<file path="src/rtl/mem_req_sched.sv">
// Read/write request scheduler between the I/D cache miss ports and the AXI bridge.
// Fair I/D read arbitration with a single-entry writeback buffer that reads may bypass.
module mem_req_sched #(
  parameter int unsigned STARVE_MAX = 4,
  parameter int unsigned LINE_OFS   = 4
) (
  input  logic         aclk,
  input  logic         aresetn,
  input  logic         icache_rd_req,
  input  logic [2:0]   icache_rd_type,
  input  logic [31:0]  icache_rd_addr,
  output logic         icache_rd_rdy,
  input  logic         dcache_rd_req,
  input  logic [2:0]   dcache_rd_type,
  input  logic [31:0]  dcache_rd_addr,
  output logic         dcache_rd_rdy,
  input  logic         dcache_wr_req,
  input  logic [2:0]   dcache_wr_type,
  input  logic [31:0]  dcache_wr_addr,
  input  logic [3:0]   dcache_wr_wstrb,
  input  logic [127:0] dcache_wr_data,
  output logic         dcache_wr_rdy,
  output logic         br_icache_rd_req,
  output logic [2:0]   br_icache_rd_type,
  output logic [31:0]  br_icache_rd_addr,
  input  logic         br_icache_rd_rdy,
  input  logic         br_icache_ret_last,
  output logic         br_dcache_rd_req,
  output logic [2:0]   br_dcache_rd_type,
  output logic [31:0]  br_dcache_rd_addr,
  input  logic         br_dcache_rd_rdy,
  input  logic         br_dcache_ret_last,
  output logic         br_dcache_wr_req,
  output logic [2:0]   br_dcache_wr_type,
  output logic [31:0]  br_dcache_wr_addr,
  output logic [3:0]   br_dcache_wr_wstrb,
  output logic [127:0] br_dcache_wr_data,
  input  logic         br_dcache_wr_rdy
);

  typedef enum logic [3:0] {
    StIdle   = 4'b0001,
    StRdReq  = 4'b0010,
    StRdWait = 4'b0100,
    StWrReq  = 4'b1000
  } state_e;

  localparam logic [3:0] StarveMax = 4'(STARVE_MAX);

  state_e         state_q, state_d;
  logic           grant_i_q, grant_i_d;
  logic           last_grant_i_q, last_grant_i_d;
  logic [3:0]     bypass_cnt_q, bypass_cnt_d;
  logic           wb_valid_q, wb_valid_d;
  logic [2:0]     wb_type_q;
  logic [31:0]    wb_addr_q;
  logic [3:0]     wb_wstrb_q;
  logic [127:0]   wb_data_q;

  logic wb_capture, wb_clear;
  logic conf_i, conf_d, ok_i, ok_d, any_rd, pick_i;
  logic rd_i_act, rd_d_act, wr_act;

  function automatic logic line_eq(input logic [31:0] a, input logic [31:0] b);
    return a[31:LINE_OFS] == b[31:LINE_OFS];
  endfunction

  // A read conflicts with the buffered line or with a line being captured right now.
  always_comb begin
    wb_capture = dcache_wr_req & ~wb_valid_q;
    conf_i = icache_rd_req &
             ((wb_valid_q & line_eq(icache_rd_addr, wb_addr_q)) |
              (wb_capture & line_eq(icache_rd_addr, dcache_wr_addr)));
    conf_d = dcache_rd_req &
             ((wb_valid_q & line_eq(dcache_rd_addr, wb_addr_q)) |
              (wb_capture & line_eq(dcache_rd_addr, dcache_wr_addr)));
    ok_i   = icache_rd_req & ~conf_i;
    ok_d   = dcache_rd_req & ~conf_d;
    any_rd = icache_rd_req | dcache_rd_req;
    pick_i = ok_i & (~ok_d | ~last_grant_i_q);
  end

  always_comb begin
    state_d        = state_q;
    grant_i_d      = grant_i_q;
    last_grant_i_d = last_grant_i_q;
    bypass_cnt_d   = bypass_cnt_q;
    wb_clear       = 1'b0;
    unique case (state_q)
      StIdle: begin
        if (wb_valid_q && (conf_i || conf_d || bypass_cnt_q == StarveMax || !any_rd)) begin
          state_d      = StWrReq;
          bypass_cnt_d = '0;
        end else if (ok_i || ok_d) begin
          state_d        = StRdReq;
          grant_i_d      = pick_i;
          last_grant_i_d = pick_i;
          if (wb_valid_q && bypass_cnt_q != StarveMax) bypass_cnt_d = bypass_cnt_q + 4'd1;
        end
      end
      StRdReq: begin
        if (grant_i_q ? br_icache_rd_rdy : br_dcache_rd_rdy) state_d = StRdWait;
      end
      StRdWait: begin
        if (grant_i_q ? br_icache_ret_last : br_dcache_ret_last) state_d = StIdle;
      end
      StWrReq: begin
        if (br_dcache_wr_rdy) begin
          wb_clear = 1'b1;
          state_d  = StIdle;
        end
      end
      default: state_d = StIdle;
    endcase
    wb_valid_d = wb_capture | (wb_valid_q & ~wb_clear);
  end

  always_ff @(posedge aclk or negedge aresetn) begin
    if (!aresetn) begin
      state_q        <= StIdle;
      grant_i_q      <= 1'b0;
      last_grant_i_q <= 1'b1;  // makes the D-cache win the first tie
      bypass_cnt_q   <= '0;
      wb_valid_q     <= 1'b0;
      wb_type_q      <= '0;
      wb_addr_q      <= '0;
      wb_wstrb_q     <= '0;
      wb_data_q      <= '0;
    end else begin
      state_q        <= state_d;
      grant_i_q      <= grant_i_d;
      last_grant_i_q <= last_grant_i_d;
      bypass_cnt_q   <= bypass_cnt_d;
      wb_valid_q     <= wb_valid_d;
      if (wb_capture) begin
        wb_type_q  <= dcache_wr_type;
        wb_addr_q  <= dcache_wr_addr;
        wb_wstrb_q <= dcache_wr_wstrb;
        wb_data_q  <= dcache_wr_data;
      end
    end
  end

  // Bridge-side payloads are zeroed whenever the matching request is idle.
  always_comb begin
    rd_i_act = (state_q == StRdReq) & grant_i_q;
    rd_d_act = (state_q == StRdReq) & ~grant_i_q;
    wr_act   = (state_q == StWrReq);

    br_icache_rd_req  = rd_i_act;
    br_icache_rd_type = rd_i_act ? icache_rd_type : 3'd0;
    br_icache_rd_addr = rd_i_act ? icache_rd_addr : 32'd0;
    icache_rd_rdy     = rd_i_act & br_icache_rd_rdy;

    br_dcache_rd_req  = rd_d_act;
    br_dcache_rd_type = rd_d_act ? dcache_rd_type : 3'd0;
    br_dcache_rd_addr = rd_d_act ? dcache_rd_addr : 32'd0;
    dcache_rd_rdy     = rd_d_act & br_dcache_rd_rdy;

    br_dcache_wr_req   = wr_act;
    br_dcache_wr_type  = wr_act ? wb_type_q : 3'd0;
    br_dcache_wr_addr  = wr_act ? wb_addr_q : 32'd0;
    br_dcache_wr_wstrb = wr_act ? wb_wstrb_q : 4'd0;
    br_dcache_wr_data  = wr_act ? wb_data_q : 128'd0;

    dcache_wr_rdy = ~wb_valid_q;
  end

endmodule

</file>
<file path="config.mk">
export PLATFORM = sky130hd
export DESIGN_NAME = mem_req_sched
export DESIGN_NICKNAME = d
export VERILOG_FILES = /design/src/rtl/mem_req_sched.sv
export SDC_FILE = /design/constraint.sdc
export NUM_CORES = 1
export LEC_CHECK = 0
export ABC_AREA = 0
export BUFFER_PORTS_ARGS = -buffer_cell sky130_fd_sc_hd__buf_2
export CORE_AREA = 2 2 191 193
export CTS_CLUSTER_SIZE = 28
export DETAILED_ROUTE_END_ITERATION = 6
export DIE_AREA = 0 0 193 195
export GPL_TIMING_DRIVEN = 0
export PLACE_DENSITY_LB_ADDON = 0.15
export SLEW_MARGIN = 20
export SYNTH_ARGS = -nofsm -noshare
export SYNTH_HDL_FRONTEND = slang
export SYNTH_SLANG_ARGS = --single-unit
</file>
<file path="constraint.sdc">
create_clock -name aclk -period 5.74 [get_ports aclk]
set_input_delay 1.148 -clock aclk [delete_from_list [all_inputs] [get_ports aclk]]
set_output_delay 1.148 -clock aclk [all_outputs]
set_load 0.005 [all_outputs]
</file>
---- After elaboration in Yosys (flattened, before gate mapping) ----
Cells that the tools add are included.
cells by class
  add/sub/neg operators ................... 1
  equal/unequal tests ..................... 14
  muxes and demuxes ....................... 21
  bitwise logic cells ..................... 28
  reductions and logical operators ........ 12
operators by type and width
  cell                                                    count
  2-to-1 mux 128 bit                                      1
  == test 28 bit                                          4
  2-to-1 mux 32 bit                                       3
  2-to-1 mux 4 bit                                        9
  case mux 4 bit (4 select lines)                         1
  bitwise AND 1 bit                                       15
  2-to-1 mux 3 bit                                        3
  == test 4 x 3 -> 1 bit (second input constant)          2
  NOT 1 bit                                               8
  AND reduction 3 bit                                     2
  OR 1 bit                                                5
  adder 4 x 1 -> 4 bit (second input constant)            1
  == test 4 x 1 -> 1 bit (second input constant)          1
  == test 4 x 2 -> 1 bit (second input constant)          1
  == test 4 bit (second input constant)                   1
  logical OR 1 bit                                        4
  2-to-1 mux 1 bit                                        4
  inequality test 2 bit (second input constant)           2
  inequality test 4 x 3 -> 1 bit (second input constant)  1
  AND reduction 4 bit                                     1
  nonzero test 2 bit                                      2
  inequality test 3 bit (second input constant)           1
  logical AND 1 bit                                       2
  inequality test 2 x 1 -> 1 bit (second input constant)  1
  logical NOT 1 bit                                       1
storage, ports and cells
  register bits ........................... 178
  bits of input ports ..................... 247
  output and inout bits ................... 243
  word-level logic and storage cells ...... 85

---- Longest topological paths before layout ----
  depth in word-level cells ............... 11
  gate-level depth with buffers ........... 10
  mapped depth without buffers ............ 8

---- Worst setup path after synthesis ----
No wires, ideal clock.
  kind .................................... flip-flop to output port
  start point ............................. register state_q[2]
  end point ............................... output br_dcache_wr_data[0]
  arrival time ............................ 1.626 ns
  data required time ...................... 4.592 ns
  path slack .............................. 2.966 ns
  cell stages (with the launch flop) ...... 6
  buffers on the path ..................... 2
  path through ............................ dfrtp_1 -> nand2b_1 -> nor3_1 -> clkbuf_1 -> clkbuf_1 -> and2_1
between the ends
  cells in the longest elaborated chain, start to end .. 2
RTL lines
  what                    line  source
  start, declared         50    state_e state_q, state_d;
  start signal, assigned  120   state_q <= StIdle;
  start signal, assigned  130   state_q <= state_d;
  == test 4 bit           148   wr_act = (state_q == StWrReq);
  2-to-1 mux 128 bit      164   br_dcache_wr_data = wr_act ? wb_data_q : 128'd0;
  end, declared           37    output logic [127:0] br_dcache_wr_data,
Every way passes these cells.

---- Final worst setup path ----
  start point ............................. register state_q[2]
  end point ............................... output br_dcache_wr_data[111]
The elaborated chain is that of the path after synthesis.

==> results.yml <==
synthesis:
  syn_avg_cell_area_sq_um: 11.4
  ys_ff_latch: 178
  yosysSeqAreaShare_pct: 45.9
  synth_top_cell_area_share_pct: 45.4
  synth-async-reset-ratio_pct: 100
  synthesis.nets: 1103
  yosysUniqueCellTypes: 43
  ys.flop_type: "dfrtp_1"
  ys_warn_count: 0
  synth_edf_count: 0
  synthTopCellsByArea: "dfrtp_1 (45%), mux2_2 (19%), and2_1 (15%), xnor2_1 (8.1%), xor2_1 (1.7%)"
  synthCells: 854
  syn-cell-area_sq_um: 9710
  synth_area_leader_cell: "dfrtp_1"
setup_path:
  ff2ff_path_depth: 6
  critPathKind: "register to primary output"
  r2r_slack_ns: 3.25
  worstReg2RegStart: "wb_valid_q$_DFF_PN0_"
  end_kind: "primary output"
  cp_max_fo: 10
  cp.required_ns: 4.59
  reg2reg_to: "wb_addr_q[23]$_DFFE_PN0P_"
  worst_setup_path_start_kind: "register"
  crit_arrival_ns: 3.06
global_route:
  grt_start_max_net_pins: 90
  antenna_found_initial: 13
  gr-total-overflow: 0
  grt_pass1_wl_microns: 53200
  grt_pass1_vias: 8506
  grt_use_total_pct: 19.3
cells_and_area:
  area_delta_synth_final_pct: 38.7
  layout_common_cells: "buf_2 (497), and2_1 (236), dfrtp_1 (176)"
  layout.nets: 1613
  drive_gt1_share_pct: 51.5
  final_common_cell: "buf_2"
clock_network:
  cts_sinks: 178
  hold_buffers: 0
  clockRootBuffer: "clkbuf_16"
  clock_path_buffers: 2
  cts_tree: "yes"
  post_cts_resized: 0
  worstSkewPairLatency_ns: 0.44
  cts_made_buffers: 17
  path_clk_slew_ns: 0.08
  htree_levels: 4
  cts_setup_buffers: 0
min_path:
  min_path_type: "register to register"
  worstHoldStart: "last_grant_i_q$_DFFE_PN1P_"
  hold-path-endpoint: "last_grant_i_q$_DFFE_PN1P_"
  min_path_cells: 1
drt:
  drt-total-wl_microns: 36600
  drtIter0Drc: 290
  vias: 8238
  dr.pass1.iters: 4
  wl_per_cell_microns: 19.9
  via_per_inst: 4.47
  drc: 0
  drtAntennaViolNets: 0
pwr:
  peakVddDrop_mv: 0.255
  p_int_mw: 3.62
  power_frac_seq_pct: 41.7
  cellPowerDensity_nw_per_um2: 397
  p_total_mw: 5.35
  clkPwrFrac_pct: 24.7
  power_switching_mw: 1.73
  power_leakage_nw: 6.78
  p_sw_share_pct: 32.3
  pwr-share-comb_pct: 33.6
die:
  die_h_microns: 195
  start_util_pct: 27.4
  rows: 69
  fp.coreArea_sq_um: 35400
  die_area_sq_um: 37600
  ioPinCount: 490
  die_x_microns: 193
sta:
  rsz0062_at_grt: "no"
  slew_viol_final: 0
  finalCriticalPeriod_ns: 4.21
  finalSetupTns_ns: 0
  finClkSkew_ns: 0.00910
  final_hold_viol_count: 0
  clock.fmax_mhz: 238
  maxSlewHeadroom_pct: 47.2
  setup_viol: 0
  period_share_pct: 73.3
  worstMarginPinSlew_ns: 0.791
status:
  outcome: "finished clean"
job:
  maxCapViolCount: 0
placed_design:
  detailed_place_hpwl_microns: 29200
  port_buffers: 489
  gp_congestion: 0.815
registers in the layout, indices dropped and copies added, names as in the netlist:
signal and flops:
wb_wstrb_q 4, wb_type_q 3, grant_i_q 1, last_grant_i_q 1, wb_addr_q 32, state_q 4
bypass_cnt_q 4, wb_valid_q 1, wb_data_q 128
cell usage after synthesis, types with 7 or more instances:
cell,count
nor4_1,12
nand4_1,20
nand2_1,12
dfrtp_1,176
clkbuf_1,35
mux2_2,165
nand3_1,7
buf_2,9
nor2_1,8
inv_1,11
and2_1,236
xnor2_1,90
xor2_1,19
critical path: stages (launching register included):
cell	delay, ns
dfrtp_1	0.45
nand2b_1	0.22
nor3_1	0.57
clkbuf_1	0.63
clkbuf_1	0.40
and2_1	0.19
buf_2	0.12
worst max-delay path by stage:
stage	start	end	slack, ns	cells after the start
global placement	aresetn	wb_data_q[118]$_DFFE_PN0P_	0.13	1
floorplan	state_q[2]$_DFFE_PN0P_	br_dcache_wr_data[0]	2.97	5
finish	state_q[2]$_DFFE_PN0P_	br_dcache_wr_data[111]	1.53	6
global route	state_q[2]$_DFFE_PN0P_	br_dcache_wr_data[0]	1.16	6
CTS	state_q[2]$_DFFE_PN0P_	br_dcache_wr_data[0]	1.27	6
detailed placement	state_q[2]$_DFFE_PN0P_	br_dcache_wr_data[0]	1.78	6
area by class of cell:
type | instances | area [sq um]
Inverter | 11 | 41.3
Clock inverter | 15 | 224
Multi-Input combinational cell | 619 | 5010
Buffer | 46 | 198
Sequential cell | 178 | 4460
Timing Repair Buffer | 491 | 2510
Tap cell | 461 | 577
Fill cell | 3655 | 21900
Antenna cell | 6 | 15.0
Clock buffer | 17 | 425
metrics by stage:
stage                     utilization (%)  setup WS, ns  hold WS (ns)  instance area, sq um  instances
final                                38.0          1.53         0.493                 13500       1844
after global routing                 38.0          1.16         0.503                 13500       1843
after CTS                            38.0          1.27         0.494                 13400       1838
after detailed placement             36.2          1.78         0.480                 12800       1806
after global placement               36.0         0.128         0.481                 12700       1804
after floorplan                         -          2.97         0.467                  9710        854
power groups by stage:
stage	sequential, mW	clock [mW]	combinational, mW
after floorplan	2.14	0	1.21
after CTS	2.24	1.37	1.84
final	2.23	1.32	1.80
after detailed placement	2.25	0	1.83
after global routing	2.33	1.42	1.99
after global placement	2.23	0	1.80
routing by layer:
metal  global-route usage, %  share of wire (%)  vias to the layer above  wire length (microns)
li1                        -                  -                     3896                      -
met5                       0               0.16                        -                     60
met1                    22.3                 39                     3962                  14400
met2                    33.2                 50                      312                  18300
met3                    5.61                7.6                       56                   2770
met4                    7.74                2.8                       12                   1040
cell families after synthesis:
| family | Yosys count | synth area share, % |
|---|---|---|
| AOI/OAI and AO/OA | 29 | 2.41 |
| xor gates and xnor gates | 109 | 9.83 |
| adders and majority gates | 2 | 0.258 |
| buffers and inverters | 57 | 2.46 |
| DFF | 178 | 45.9 |
| muxes | 167 | 19.3 |
| and+or+nand+nor | 312 | 19.8 |
No activity file was read; power rests on OpenSTA's default activity.
